<file path="src/rtl/spi_reg_ctrl_if.sv">
// Register-bus bundle between spi_reg_ctrl (master) and a register file (slave).
// Ports: req/we/addr/wdata from the master; gnt/rvalid/rdata back from the slave.
interface spi_reg_ctrl_if #(
    parameter int ADDR_W = 7
) ();
    logic              bus_req_o;
    logic              bus_we_o;
    logic [ADDR_W-1:0] bus_addr_o;
    logic [7:0]        bus_wdata_o;
    logic              bus_gnt_i;
    logic              bus_rvalid_i;
    logic [7:0]        bus_rdata_i;

    modport master (
        output bus_req_o, bus_we_o, bus_addr_o, bus_wdata_o,
        input  bus_gnt_i, bus_rvalid_i, bus_rdata_i
    );

    modport slave (
        input  bus_req_o, bus_we_o, bus_addr_o, bus_wdata_o,
        output bus_gnt_i, bus_rvalid_i, bus_rdata_i
    );
endinterface

</file>
<file path="src/rtl/spi_reg_ctrl.sv">
// SPI frame decoder: command byte + auto-incrementing data bytes -> 8-bit register bus.
// Ports: clk_i/rst_ni, cs_i, rx_dv_i/rx_byte_i in, tx_dv_o/tx_byte_o out, bus (master), busy/err status.
module spi_reg_ctrl #(
    parameter int ADDR_W  = 7,
    parameter int TIMEOUT = 255
) (
    input  logic           clk_i,
    input  logic           rst_ni,
    input  logic           cs_i,
    input  logic           rx_dv_i,
    input  logic [7:0]     rx_byte_i,
    output logic           tx_dv_o,
    output logic [7:0]     tx_byte_o,
    output logic           busy_o,
    output logic           err_o,
    output logic [1:0]     err_code_o,
    input  logic           err_clr_i,
    spi_reg_ctrl_if.master bus
);
    typedef enum logic [2:0] {
        IDLE, WR_DATA, WR_REQ, RD_REQ, RD_WAIT, RD_NEXT, DRAIN
    } state_t;

    state_t            state;
    logic [ADDR_W-1:0] addr;
    logic [7:0]        wdata;
    logic [7:0]        cnt;
    logic              req, we, pend, boot;
    logic              cs_q1, cs_q2, cs_q3;
    logic              frame_end, in_bus, done, fin, tmo, ovr, go_idle;
    logic              err_n;
    logic [1:0]        code_n;
    logic [7:0]        status;

    // cs_q3 is the previous synchronized value, for edge detection.
    always_ff @(posedge clk_i or negedge rst_ni) begin
        if (!rst_ni) begin
            cs_q1 <= 1'b1;
            cs_q2 <= 1'b1;
            cs_q3 <= 1'b1;
        end else begin
            cs_q1 <= cs_i;
            cs_q2 <= cs_q1;
            cs_q3 <= cs_q2;
        end
    end

    assign frame_end = cs_q2 & ~cs_q3;

    always_comb begin
        in_bus = (state == WR_REQ) || (state == RD_REQ) || (state == RD_WAIT);
        case (state)
            WR_REQ, RD_REQ: done = req & bus.bus_gnt_i;
            RD_WAIT:        done = bus.bus_rvalid_i;
            default:        done = 1'b0;
        endcase
        fin = pend | frame_end;
        tmo = in_bus & ~done & (cnt == 8'(TIMEOUT));
        ovr = in_bus & rx_dv_i & ~frame_end;
        // Clear first so that a new error in the same cycle overrides it.
        err_n  = err_o;
        code_n = err_code_o;
        if (err_clr_i) begin
            err_n  = 1'b0;
            code_n = 2'b00;
        end
        if (ovr) begin
            err_n  = 1'b1;
            code_n = 2'b01;
        end
        if (tmo) begin
            err_n  = 1'b1;
            code_n = 2'b10;
        end
        status = {err_n, code_n, 5'b0};
        // A read grant with the frame already closed still waits for rvalid.
        case (state)
            WR_DATA, RD_NEXT, DRAIN: go_idle = frame_end;
            WR_REQ:  go_idle = fin & (tmo | done);
            RD_REQ:  go_idle = fin & tmo;
            RD_WAIT: go_idle = fin & (tmo | done);
            default: go_idle = 1'b0;
        endcase
    end

    always_ff @(posedge clk_i or negedge rst_ni) begin
        if (!rst_ni) begin
            state      <= IDLE;
            addr       <= '0;
            wdata      <= '0;
            cnt        <= '0;
            req        <= 1'b0;
            we         <= 1'b0;
            pend       <= 1'b0;
            boot       <= 1'b1;
            tx_dv_o    <= 1'b0;
            tx_byte_o  <= '0;
            err_o      <= 1'b0;
            err_code_o <= 2'b00;
        end else begin
            boot       <= 1'b0;
            tx_dv_o    <= boot;
            err_o      <= err_n;
            err_code_o <= code_n;
            cnt        <= cnt + 8'd1;
            if (boot) tx_byte_o <= status;
            if (in_bus && frame_end) pend <= 1'b1;
            if (go_idle) begin
                state     <= IDLE;
                req       <= 1'b0;
                we        <= 1'b0;
                pend      <= 1'b0;
                tx_dv_o   <= 1'b1;
                tx_byte_o <= status;
            end else begin
                case (state)
                    IDLE: if (rx_dv_i && !frame_end) begin
                        addr  <= ADDR_W'(rx_byte_i[6:0]);
                        cnt   <= '0;
                        pend  <= 1'b0;
                        state <= rx_byte_i[7] ? WR_DATA : RD_REQ;
                    end
                    WR_DATA: if (rx_dv_i) begin
                        wdata <= rx_byte_i;
                        cnt   <= '0;
                        state <= WR_REQ;
                    end
                    WR_REQ: if (tmo) begin
                        req   <= 1'b0;
                        we    <= 1'b0;
                        state <= DRAIN;
                    end else if (done) begin
                        req   <= 1'b0;
                        we    <= 1'b0;
                        addr  <= addr + ADDR_W'(1);
                        state <= WR_DATA;
                    end else begin
                        req <= 1'b1;
                        we  <= 1'b1;
                    end
                    RD_REQ: if (tmo) begin
                        req   <= 1'b0;
                        state <= DRAIN;
                    end else if (done) begin
                        req   <= 1'b0;
                        cnt   <= '0;
                        state <= RD_WAIT;
                    end else begin
                        req <= 1'b1;
                        we  <= 1'b0;
                    end
                    RD_WAIT: if (tmo) begin
                        state <= DRAIN;
                    end else if (done) begin
                        tx_byte_o <= bus.bus_rdata_i;
                        tx_dv_o   <= 1'b1;
                        addr      <= addr + ADDR_W'(1);
                        state     <= RD_NEXT;
                    end
                    RD_NEXT: if (rx_dv_i) begin
                        cnt   <= '0;
                        state <= RD_REQ;
                    end
                    default: ;
                endcase
            end
        end
    end

    assign busy_o          = (state != IDLE);
    assign bus.bus_req_o   = req;
    assign bus.bus_we_o    = we;
    assign bus.bus_addr_o  = addr;
    assign bus.bus_wdata_o = wdata;
endmodule

</file>
<file path="src/flat_wrapper.sv">
// flat-port wrapper written by rule: the top's interface ports become plain ports
module spi_reg_ctrl_flat 
#(
    parameter int ADDR_W  = 7,
    parameter int TIMEOUT = 255
)
  (clk_i, rst_ni, cs_i, rx_dv_i, rx_byte_i, tx_dv_o, tx_byte_o, busy_o, err_o, err_code_o, err_clr_i, bus_bus_req_o, bus_bus_we_o, bus_bus_addr_o, bus_bus_wdata_o, bus_bus_gnt_i, bus_bus_rvalid_i, bus_bus_rdata_i);
  spi_reg_ctrl_if #(.ADDR_W(ADDR_W)) bus_i ();
  input  logic clk_i;
  input  logic rst_ni;
  input  logic cs_i;
  input  logic rx_dv_i;
  input  logic [7:0] rx_byte_i;
  output logic tx_dv_o;
  output logic [7:0] tx_byte_o;
  output logic busy_o;
  output logic err_o;
  output logic [1:0] err_code_o;
  input  logic err_clr_i;
  output wire logic [$bits(bus_i.bus_req_o)-1:0] bus_bus_req_o;
  output wire logic [$bits(bus_i.bus_we_o)-1:0] bus_bus_we_o;
  output wire logic [$bits(bus_i.bus_addr_o)-1:0] bus_bus_addr_o;
  output wire logic [$bits(bus_i.bus_wdata_o)-1:0] bus_bus_wdata_o;
  input wire logic [$bits(bus_i.bus_gnt_i)-1:0] bus_bus_gnt_i;
  input wire logic [$bits(bus_i.bus_rvalid_i)-1:0] bus_bus_rvalid_i;
  input wire logic [$bits(bus_i.bus_rdata_i)-1:0] bus_bus_rdata_i;
  assign bus_bus_req_o = bus_i.bus_req_o;
  assign bus_bus_we_o = bus_i.bus_we_o;
  assign bus_bus_addr_o = bus_i.bus_addr_o;
  assign bus_bus_wdata_o = bus_i.bus_wdata_o;
  assign bus_i.bus_gnt_i = bus_bus_gnt_i;
  assign bus_i.bus_rvalid_i = bus_bus_rvalid_i;
  assign bus_i.bus_rdata_i = bus_bus_rdata_i;
  spi_reg_ctrl #(.ADDR_W(ADDR_W), .TIMEOUT(TIMEOUT)) u_core (.clk_i(clk_i), .rst_ni(rst_ni), .cs_i(cs_i), .rx_dv_i(rx_dv_i), .rx_byte_i(rx_byte_i), .tx_dv_o(tx_dv_o), .tx_byte_o(tx_byte_o), .busy_o(busy_o), .err_o(err_o), .err_code_o(err_code_o), .err_clr_i(err_clr_i), .bus(bus_i));
endmodule
</file>
<file path="config.mk">
export PLATFORM = sky130hd
export DESIGN_NAME = spi_reg_ctrl_flat
export DESIGN_NICKNAME = d
export VERILOG_FILES = /design/src/rtl/spi_reg_ctrl_if.sv /design/src/rtl/spi_reg_ctrl.sv /design/src/flat_wrapper.sv
export SDC_FILE = /design/constraint.sdc
export NUM_CORES = 1
export LEC_CHECK = 0
export CAP_MARGIN = 20
export CORE_UTILIZATION = 54
export CTS_CLUSTER_SIZE = 12
export DETAILED_ROUTE_END_ITERATION = 10
export PLACE_DENSITY_LB_ADDON = 0.08
export SETUP_SLACK_MARGIN = 0.2
export SYNTH_ARGS = -nofsm -noshare
export SYNTH_HDL_FRONTEND = slang
export SYNTH_SLANG_ARGS = --single-unit
</file>
<file path="constraint.sdc">
create_clock -name clk_i -period 3.4 [get_ports clk_i]
set_input_delay 0.68 -clock clk_i [delete_from_list [all_inputs] [get_ports clk_i]]
set_output_delay 0.68 -clock clk_i [all_outputs]
set_load 0.1 [all_outputs]
</file>
==> summary.md <==
| Metric | Value |
|---|---|
| Status | `completed` |
| CP Max Fanout | `18` |
| Fin Clk Skew | `0.008692 ns` |
| Ant diodes | `0` |
| Final Critical Period | `2.659 ns` |
| Clock Pin Slew Worst Setup and Hold Paths | `0.09 ns` |
| Main synth FF type | `dfrtp_1` |
| DR iter-0 viols | `180` |
| Pins Over Slew Limit | `0` |
| I/O Buffers | `52` |
| Final period util | `78.22%` |
| Rel. slew slack | `34.56%` |
| # rows | `23` |
| Cell count after synthesis | `243` |
| CP Launch Type | `input pin` |
| Global-route wire length before repair | `8.480 mm` |
| DP HPWL | `3.627 mm` |
| Routed WL | `5.343 mm` |
| Largest net degree at the start of global routing | `46` |
| Gpl congestion | `0.9035` |
| Syn Area/Cell | `9.752 um^2` |
| Top layer in use | `met4` |
| FFs w/ async S/R, synth | `100.0%` |
| Met2 routed WL | `2.613 mm` |
| WL met3 | `257 um` |
| I/O pins | `53` |
| Cts repair resizes | `0` |
| Residual DRC count | `0` |
| Die height | `68.25 um` |
| Core area | `4115 um^2` |
| Commonest non-fill, non-tap cell in the layout | `dfrtp_1` |
| Netlist cell types | `48` |
| Hold WC Path Type | `in -> async` |
| Commonest cells after routing, fill and taps aside | `41 x dfrtp_1, 38 x clkdlybuf4s50_1, 28 x nor2_1` |
| Ys Warns | `0` |
| Pre-CTS setup slack | `0.4511 ns` |
| Maximum capacitance violations | `0` |
| Hold bufs inserted after CTS | `0` |
| CTS Buf Count | `5` |
| CTS H-tree depth | `2` |
| First-pass DRT Iterations | `4` |
| Max Root-Sink Buffers | `2` |
| Post-CTS Setup Bufs | `0` |
| Die Wd | `68.25 um` |
| Mapped Nets | `268` |
| Layout cell share with drive strength beyond 1 | `15.70%` |
| Synth Register Bits | `45` |
| CP Data Arrival Time | `2.85 ns` |
| CP Capture Type | `register` |
| Avg WL per Cell | `15.58 um` |
| Vias in the first global route | `1811` |
| Total GRT Usage | `25.20%` |
| EDFF count, synth | `0` |
| Final TNS setup | `0 ns` |
| Final Setup Violations | `0` |
| DIE AREA | `4657 um^2` |
| Synthesized cell area | `2370 um^2` |
| Hold slack final | `0.3211 ns` |
| WS Path Type | `in -> reg` |
| Crit path required time | `3.59 ns` |
| CTS root buffer | `clkbuf_8` |
| Tightest Pin Transition | `0.9786 ns` |
| Vias per Instance | `5.641` |
| Layout area overhead | `25.66%` |
| CTS tree | `built` |
| Seq/Total Area, Yosys | `47.73%` |
| Initial Util | `57.59%` |
| Via Count | `1935` |
| Fill count | `338` |
| Worst-Skew Late Latency | `0.31 ns` |
| Fin nets | `317` |
| Wire length on met1 | `2.390 mm` |
| Max frequency | `376.0 MHz` |
| Routed Antenna Nets | `0` |
| Reg2Reg Setup Slack | `0.78 ns` |
| Initial antenna violation count | `0` |
| CTS Sinks | `45` |
| RSZ-0062 raised after global routing | `no` |
| Final hold viol count | `0` |
| Remaining Overflow, GRT | `0` |
| Final WS setup | `0.7406 ns` |
metrics by stage:
stage / cells / utilization (%) / instance area [um^2]
final: 343 / 72.36 / 2978
after global routing: 343 / 72.36 / 2978
after CTS: 342 / 71.69 / 2950
after detailed placement: 334 / 69.26 / 2850
after global placement: 334 / 69.26 / 2850
after floorplan: 243 / - / 2370
Yosys cell counts, drive strengths merged (2+ instances only):
cell type | instances | share of area, %
a31oi | 8 | 2.1
clkbuf | 3 | 0.48
mux2 | 10 | 4.9
nand2b | 9 | 2.7
o21ai | 11 | 2.3
xor2 | 4 | 1.5
and3 | 3 | 0.79
xnor2 | 2 | 0.74
dfrtp | 41 | 43
buf | 12 | 3.5
a21oi | 22 | 4.6
a2bb2oi | 2 | 0.74
a211oi | 2 | 0.63
dfstp | 4 | 4.4
nor3b | 7 | 2.2
nand2 | 17 | 2.7
or3 | 3 | 0.79
ha | 2 | 1.1
nor2 | 28 | 4.4
o31a | 2 | 0.74
nor2b | 4 | 1.1
inv | 4 | 0.63
nand3 | 12 | 2.5
and4 | 3 | 1.1
nor3 | 7 | 1.5
nand4 | 3 | 1.4
a22o | 2 | 0.74
sequential cells by signal, indices dropped and copies added, names as in the netlist:
signal,flops
u_core.boot,1
u_core.bus.bus_addr_o,7
u_core.bus.bus_req_o,1
u_core.bus.bus_wdata_o,8
u_core.bus.bus_we_o,1
u_core.cnt,8
u_core.cs_q1,1
u_core.cs_q2,1
u_core.cs_q3,1
u_core.err_code_o,2
u_core.err_o,1
u_core.pend,1
u_core.state,3
u_core.tx_byte_o,8
u_core.tx_dv_o,1
worst max-delay path, cell delays in order:
cell             delay (ns)
clkdlybuf4s50_1        0.56
and4bb_1               0.64
o21a_1                 0.29
a2111oi_4              0.05
and2_1                 0.29
mux2_4                 0.33
worst paths after layout:
check	from	end	depth (start not counted)
min in group clk_i	u_core.cs_q1	u_core.cs_q2	0
worst min-delay path	rst_ni	u_core.tx_byte_o[0]	1
max in group asynchronous	rst_ni	u_core.cs_q3	2
worst max-delay path	bus_bus_rvalid_i	u_core.bus.bus_addr_o[1]	6
worst min register to register	u_core.cs_q1	u_core.cs_q2	0
worst max register to register	u_core.state[0]	u_core.bus.bus_addr_o[1]	5
logic make-up (layout without fill, tap and decap cells):
kind of cell / after synthesis / after routing / share of synthesized area [%]
adder cells (fa/ha/maj): 2 / 2 / 1.056
buffers and inverters: 19 / 69 / 4.646
AND/OR/NAND/NOR: 104 / 104 / 24.08
other: 1 / 1 / 0.1582
multiplexers: 10 / 10 / 4.910
flip-flops: 45 / 45 / 47.73
XOR/XNOR: 6 / 6 / 2.218
AO/OA/AOI/OAI: 56 / 56 / 15.21
final cells by class:
type / count / area (um^2) / share of cell area (%)
clock inverter: 2 / 17.52 / 0.5882
timing repair buffer: 57 / 540.5 / 18.15
inverter: 4 / 15.01 / 0.5042
multi-input combinational: 179 / 1129 / 37.90
clock buffer: 6 / 82.58 / 2.773
sequential: 45 / 1131 / 37.98
tap: 50 / 62.56 / 2.101
routing by layer:
layer	up-vias	track usage [%]
met5	-	0
met4	0	9.375
met3	9	6.167
met2	57	41.18
met1	903	32.15
li1	966	-
Power is not shown: default switching activity piles up to over one toggle a cycle in this logic, so the estimate is an artifact.
